File: config.mk
export PLATFORM = sky130hd
export DESIGN_NAME = mem_march_bist
export DESIGN_NICKNAME = d
export VERILOG_FILES = /design/src/rtl/mem_march_bist.sv
export SDC_FILE = /design/constraint.sdc
export NUM_CORES = 1
export LEC_CHECK = 0
export ABC_AREA = 1
export BUFFER_PORTS_ARGS = -buffer_cell sky130_fd_sc_hd__buf_2
export CAP_MARGIN = 20
export CORE_MARGIN = 8
export CORE_UTILIZATION = 51
export CTS_CLUSTER_DIAMETER = 40
export CTS_CLUSTER_SIZE = 25
export DETAILED_ROUTE_END_ITERATION = 12
export MAX_ROUTING_LAYER = met4
export PLACE_DENSITY = 0.76
export SETUP_SLACK_MARGIN = 0.4
export SLEW_MARGIN = 5
export SYNTH_ARGS = -nofsm -noshare
export SYNTH_HDL_FRONTEND = slang
export SYNTH_SLANG_ARGS = --single-unit
File: constraint.sdc
create_clock -name clk -period 1.8 [get_ports clk]
set_input_delay 0.18 -clock clk [delete_from_list [all_inputs] [get_ports clk]]
set_output_delay 0.18 -clock clk [all_outputs]
set_load 0.02 [all_outputs]
File: src/rtl/mem_march_bist.sv
// March C- built-in self-test controller for a single-port synchronous memory.
// Ports: clk, rst_n (async active-low); start -> busy/done/fail/fail_addr/fail_elem;
// memory side: mem_read, mem_wr, mem_addr, mem_din out; mem_dout in (registered read).
module mem_march_bist #(
    parameter int ADDR_W = 4,
    parameter int DATA_W = 4
) (
    input  logic              clk,
    input  logic              rst_n,
    input  logic              start,
    output logic              busy,
    output logic              done,
    output logic              fail,
    output logic [ADDR_W-1:0] fail_addr,
    output logic [2:0]        fail_elem,
    output logic              mem_read,
    output logic              mem_wr,
    output logic [ADDR_W-1:0] mem_addr,
    output logic [DATA_W-1:0] mem_din,
    input  logic [DATA_W-1:0] mem_dout
);

    typedef enum logic [1:0] {
        S_IDLE,
        S_RUN,
        S_DONE
    } state_e;

    state_e            state_q, state_d;
    logic [2:0]        elem_q, elem_d;
    logic [ADDR_W-1:0] addr_q, addr_d;
    logic              phase_q, phase_d;
    logic              seq_end_q, seq_end_d;
    logic              cmp_vld_q, cmp_vld_d;
    logic [DATA_W-1:0] cmp_exp_q, cmp_exp_d;
    logic [ADDR_W-1:0] cmp_addr_q, cmp_addr_d;
    logic [2:0]        cmp_elem_q, cmp_elem_d;
    logic              fail_q, fail_d;
    logic [ADDR_W-1:0] fail_addr_q, fail_addr_d;
    logic [2:0]        fail_elem_q, fail_elem_d;

    logic op_active;
    logic rd_op;
    logic wr_op;
    logic last_of_addr;
    logic desc;
    logic rd_ones;
    logic wr_ones;
    logic addr_end;

    // Op decode. phase 0 is the read, phase 1 the write of an r/w element;
    // E0 is write-only and E5 read-only, so their phase stays 0.
    always_comb begin
        op_active    = (state_q == S_RUN) && !seq_end_q;
        rd_op        = op_active && (elem_q != 3'd0) && !phase_q;
        wr_op        = op_active && (elem_q != 3'd5) &&
                       ((elem_q == 3'd0) || phase_q);
        last_of_addr = (elem_q == 3'd0) || (elem_q == 3'd5) || phase_q;
        desc         = (elem_q == 3'd3) || (elem_q == 3'd4);
        rd_ones      = (elem_q == 3'd2) || (elem_q == 3'd4);
        wr_ones      = (elem_q == 3'd1) || (elem_q == 3'd3);
        addr_end     = desc ? (addr_q == '0) : (addr_q == '1);
    end

    always_comb begin
        mem_read  = rd_op;
        mem_wr    = wr_op;
        mem_addr  = op_active ? addr_q : '0;
        mem_din   = (wr_op && wr_ones) ? '1 : '0;
        busy      = (state_q == S_RUN);
        done      = (state_q == S_DONE);
        fail      = fail_q;
        fail_addr = fail_addr_q;
        fail_elem = fail_elem_q;
    end

    always_comb begin
        state_d     = state_q;
        elem_d      = elem_q;
        addr_d      = addr_q;
        phase_d     = phase_q;
        seq_end_d   = seq_end_q;
        cmp_vld_d   = 1'b0;
        cmp_exp_d   = cmp_exp_q;
        cmp_addr_d  = cmp_addr_q;
        cmp_elem_d  = cmp_elem_q;
        fail_d      = fail_q;
        fail_addr_d = fail_addr_q;
        fail_elem_d = fail_elem_q;

        case (state_q)
            S_IDLE, S_DONE: begin
                if (start) begin
                    state_d     = S_RUN;
                    elem_d      = 3'd0;
                    addr_d      = '0;
                    phase_d     = 1'b0;
                    seq_end_d   = 1'b0;
                    fail_d      = 1'b0;
                    fail_addr_d = '0;
                    fail_elem_d = 3'd0;
                end
            end
            S_RUN: begin
                if (cmp_vld_q && (mem_dout != cmp_exp_q)) begin
                    state_d     = S_DONE;
                    fail_d      = 1'b1;
                    fail_addr_d = cmp_addr_q;
                    fail_elem_d = cmp_elem_q;
                end else if (seq_end_q) begin
                    // Last op issued one cycle ago; its compare was just done.
                    state_d = S_DONE;
                end else begin
                    cmp_vld_d  = rd_op;
                    cmp_exp_d  = rd_ones ? '1 : '0;
                    cmp_addr_d = addr_q;
                    cmp_elem_d = elem_q;
                    if (!last_of_addr) begin
                        phase_d = 1'b1;
                    end else begin
                        phase_d = 1'b0;
                        if (addr_end) begin
                            if (elem_q == 3'd5) begin
                                seq_end_d = 1'b1;
                            end else begin
                                elem_d = elem_q + 3'd1;
                                // E3 and E4 sweep downward from the top.
                                addr_d = ((elem_q == 3'd2) || (elem_q == 3'd3)) ?
                                         '1 : '0;
                            end
                        end else begin
                            addr_d = desc ? addr_q - 1'b1 : addr_q + 1'b1;
                        end
                    end
                end
            end
            default: state_d = S_IDLE;
        endcase
    end

    always_ff @(posedge clk or negedge rst_n) begin
        if (!rst_n) begin
            state_q     <= S_IDLE;
            elem_q      <= 3'd0;
            addr_q      <= '0;
            phase_q     <= 1'b0;
            seq_end_q   <= 1'b0;
            cmp_vld_q   <= 1'b0;
            cmp_exp_q   <= '0;
            cmp_addr_q  <= '0;
            cmp_elem_q  <= 3'd0;
            fail_q      <= 1'b0;
            fail_addr_q <= '0;
            fail_elem_q <= 3'd0;
        end else begin
            state_q     <= state_d;
            elem_q      <= elem_d;
            addr_q      <= addr_d;
            phase_q     <= phase_d;
            seq_end_q   <= seq_end_d;
            cmp_vld_q   <= cmp_vld_d;
            cmp_exp_q   <= cmp_exp_d;
            cmp_addr_q  <= cmp_addr_d;
            cmp_elem_q  <= cmp_elem_d;
            fail_q      <= fail_d;
            fail_addr_q <= fail_addr_d;
            fail_elem_q <= fail_elem_d;
        end
    end

endmodule
==> impl_metrics.csv <==
group,metric,value,unit
run_status,status,"finished with violations",
run_status,violations,"negative setup slack",
layout,multiInputGateArea,1050,um2
logic_synthesis,ys_seq_area_share,40.3,%
setup_path,crit_path_start_kind,"flop",
die,boundaryPins,27,
setup_path,capture_point_of_the_critical_path,"addr_q[3]",
setup_path,crit_required,2050,ps
routing,postRouteAntennaNets,0,
routing,drt-pass1-iter-count,4,
flow_run,max-cap-violations,0,
layout,finalNetCount,282,
layout,layout.cells.non_filler,312,
layout,finalInstanceArea,2460,um2
routing,drcViolationCount,0,
place,dp.final_hpwl,2.70,mm
sta,timing_hold_violations_final,0,
sta,final_setup_skew,3.08,ps
routing,routed_wl,4.81,mm
clocking,clockRootBuffer,"sky130_fd_sc_hd__clkbuf_4",
place,place_inst,278,
place,routability_cong,0.841,
place,dpl-instance-area,1950,um2
layout,syn2layout_area_growth,41.8,%
setup_path,ff_to_ff_setup_slack,-120,ps
grt,grt_start_max_net_pins,29,
clocking,worst_setup_hold_path_clk_slew,160,ps
sta,setup_total_negative_slack,-598,ps
sta,maxClockFrequency,522,MHz
logic_synthesis,netlist_area,1740,um2
layout,final_util,74.4,%
routing,route.detailed.vias_per_inst,5.13,
setup_path,r2r_cells,15,
die,chip_width,74.4,um
logic_synthesis,yosys_register_bits,28,
clocking,cts_tree,"yes",
clocking,clk_latency,330,ps
grt,grt_use_total,16.2,%
setup_path,critical_path.reg2reg.startpoint,"elem_q[0]",
setup_path,worstSetupPathType,"reg -> reg",
setup_path,slowest_cell_on_the_critical_path,"sky130_fd_sc_hd__dfrtp_1",
setup_path,cpPeakStageDelay,450,ps
place,placement.io_buffers,26,
power_and_ir_drop,cellPowerDensity,1800,nW/um2
logic_synthesis,count_of_synthesis_stage_warnings_from_yosys,0,
clocking,h_tree_level_count,1,
sta,finalWorstPathRequiredPeriod,1920,ps
grt,via_count_of_the_first_global_routing_pass,1424,
setup_path,regToRegEndpoint,"addr_q[3]",
clocking,cts_sinks,28,
grt,globalRoute.totalOverflow,0,
sta,worst-slew-pin-transition,636,ps
power_and_ir_drop,total_leakage_power,1.20,nW
grt,antenna_violations_before_repair,0,
routing,vias,1602,
logic_synthesis,postSynthCellCount,208,
setup_path,cp.arrival,2160,ps
logic_synthesis,yosys.cell_types.count,30,
layout,fraction_of_final_layout_cells_sized_beyond_drive_strength_1,46.6,%
die,start_util,52.5,%
sta,final.period_utilization,106,%
logic_synthesis,synth_fp_nets,223,
setup_path,critical_path.startpoint,"elem_q[0]",
logic_synthesis,netlist.top_cell.by_area,"sky130_fd_sc_hd__dfrtp_1",
sta,timing.slew.headroom,57.6,%
routing,wl_cell,15.4,um
clocking,clock_tree.buffer_depth,2,
sta,number_of_max_slew_violations_in_the_final_report,0,
sta,final.setup.worst_slack,-116,ps
sta,final_setup_violations,10,
logic_synthesis,synth.area.top_cells,"sky130_fd_sc_hd__dfrtp_1 40%, sky130_fd_sc_hd__nand2_1 10%, sky130_fd_sc_hd__nand2_4 6.5%",
worst_hold_path,hold_class,"in -> reg",
setup_path,critPathCaptureType,"flop",
setup_path,crit_path_max_fanout,3,
setup_path,cp_cell_sequence,"buf_4 > buf_6 > ha_4 > nand2_4 > nand2_4 > ha_4 > nand2_1 > nand3_2 > inv_1 > nand2_1 > nand3_1 > nand2_1 > inv_1 > nand2_1 > nand2_1",
sta,rsz0062_at_grt,"true",
die,dieHeight,74.4,um
power_and_ir_drop,irDropWorstVdd,0.831,mV
die,core_area,3310,um2
grt,global_route_wire_length_before_repair,6.86,mm
routing,detailedRoute.firstIterationViolations,111,
die,fp.dieArea,5530,um2
logic_synthesis,synth_area_per_cell,8.36,um2
die,std_cell_rows,21,
setup_path,critical-path-top-cell-by-count,"sky130_fd_sc_hd__nand2_1",
logic_synthesis,synth_top_cell_area_share,40.3,%
clocking,tritoncts.num_buffers,3,
layout,antenna_cells_inserted,0,
layout,layout.filler_cells,218,
layout,storage_cell_area,702,um2
[repair_timing]
item                                    CTS  global route
cloned                                    0             0
setup buffers                            10            19
endpoints found under the setup margin   19            30
gates resized for setup                  32            25
hold endpoints to repair                 28             0
pin swaps                                15            13
hold buffers                              1             0
[cell type report]
class	instances	area share [%]
Multi-Input combinational cell	144	42.5
Sequential cell	28	28.5
Timing Repair Buffer	60	19.0
Inverter	30	5.59
Tap cell	46	2.34
Clock inverter	1	1.22
Clock buffer	3	0.914
[critical path, delay by kind of cell (launching register included)]
kind	cells	cell delay [ps]
buffers and inverters	4	350
adders and majority gates	2	460
and+or+nand+nor	9	570
DFF	1	450
[state kept, by name, summed over array words and instances, names as in the netlist]
| name | cells |
|---|---|
| cmp_vld_q | 1 |
| cmp_exp_q | 1 |
| state_q | 2 |
| fail_elem | 3 |
| cmp_addr_q | 4 |
| addr_q | 4 |
| fail | 1 |
| fail_addr | 4 |
| elem_q | 3 |
| cmp_elem_q | 3 |
| phase_q | 1 |
| seq_end_q | 1 |
[metrics by stage]
stage | total power, mW | setup slack (ps) | hold slack [ps]
after floorplan | 2.54 | -71.4 | -116
after global placement | 2.89 | 46.6 | 234
after detailed placement | 2.93 | -12.8 | 232
after CTS | 3.77 | -27.7 | 94.5
after global routing | 4.71 | -192 | 144
final | 4.43 | -116 | 151
[synthesized netlist by cell type]
cell and instances:
sky130_fd_sc_hd__inv_1 24, sky130_fd_sc_hd__nor4_1 1, sky130_fd_sc_hd__o21ai_1 9, sky130_fd_sc_hd__nand3_1 16
sky130_fd_sc_hd__fa_1 1, sky130_fd_sc_hd__nand2_2 6, sky130_fd_sc_hd__a21oi_1 1, sky130_fd_sc_hd__nor2_4 2
sky130_fd_sc_hd__inv_2 4, sky130_fd_sc_hd__dfrtp_1 28, sky130_fd_sc_hd__buf_4 4, sky130_fd_sc_hd__buf_6 2
sky130_fd_sc_hd__o21ai_0 2, sky130_fd_sc_hd__nand2_1 47, sky130_fd_sc_hd__o21bai_1 1, sky130_fd_sc_hd__o21ai_2 8
sky130_fd_sc_hd__o21bai_2 1, sky130_fd_sc_hd__nand3_2 1, sky130_fd_sc_hd__xnor2_1 1, sky130_fd_sc_hd__nand2_4 10
sky130_fd_sc_hd__nand4_1 2, sky130_fd_sc_hd__nor3_1 1, sky130_fd_sc_hd__inv_6 1, sky130_fd_sc_hd__nor2_1 23
sky130_fd_sc_hd__clkinv_4 1, sky130_fd_sc_hd__nand3_4 1, sky130_fd_sc_hd__nor2_2 1, sky130_fd_sc_hd__nand3b_1 1
sky130_fd_sc_hd__ha_1 7, sky130_fd_sc_hd__o21ai_4 1
[cells by family after synthesis]
logic type               share of synthesized area (%)
AND/OR/NAND/NOR                                   33.4
buffers and inverters                             10.1
flip-flops                                        40.3
AO/OA/AOI/OAI                                     9.50
adder cells (fa/ha/maj)                           6.19
XOR/XNOR                                         0.504
[how the worst min path moves through the flow]
stage | cells after the start | startpoint | end
after global routing | 4 | start | state_q[1]
after global placement | 1 | rst_n | cmp_exp_q[2]
final | 4 | start | state_q[1]
after detailed placement | 1 | rst_n | cmp_exp_q[2]
after floorplan | 0 | rst_n | addr_q[0]
after CTS | 4 | start | state_q[1]
[where the power goes]
| part | switching, mW | total, mW | internal (mW) | leakage (nW) |
|---|---|---|---|---|
| clock | 0.194 | 0.419 | 0.225 | 0.0279 |
| combinational | 1.74 | 3.03 | 1.29 | 0.797 |
| sequential | 0.167 | 0.987 | 0.820 | 0.379 |
[layer usage]
| layer | up-vias | track usage (%) | wire (um) |
|---|---|---|---|
| li1 | 767 | - | - |
| met5 | - | - | 0 |
| met3 | 22 | 2.29 | 295 |
| met1 | 753 | 19.4 | 1960 |
| met4 | 0 | 3.91 | 179 |
| met2 | 60 | 27.8 | 2380 |
[placed cells by master, fill, tap and decap left out, drive strengths merged]
| cell | netlist | final |
|---|---|---|
| buf | 6 | 59 |
| o21ai | 20 | 20 |
| ha | 7 | 7 |
| nand4 | 2 | 2 |
| nor2 | 26 | 26 |
| nor4 | 1 | 1 |
| a21oi | 1 | 1 |
| clkinv | 1 | 1 |
| nand3 | 18 | 18 |
| nand3b | 1 | 1 |
| xnor2 | 1 | 1 |
| nand2 | 63 | 63 |
| dfrtp | 28 | 28 |
| dlygate4sd3 | 0 | 1 |
| inv | 29 | 29 |
| fa | 1 | 1 |
| o21bai | 2 | 2 |
| clkbuf | 0 | 3 |
| bufinv | 0 | 1 |
| nor3 | 1 | 1 |
(Power assumes the default switching activity.)
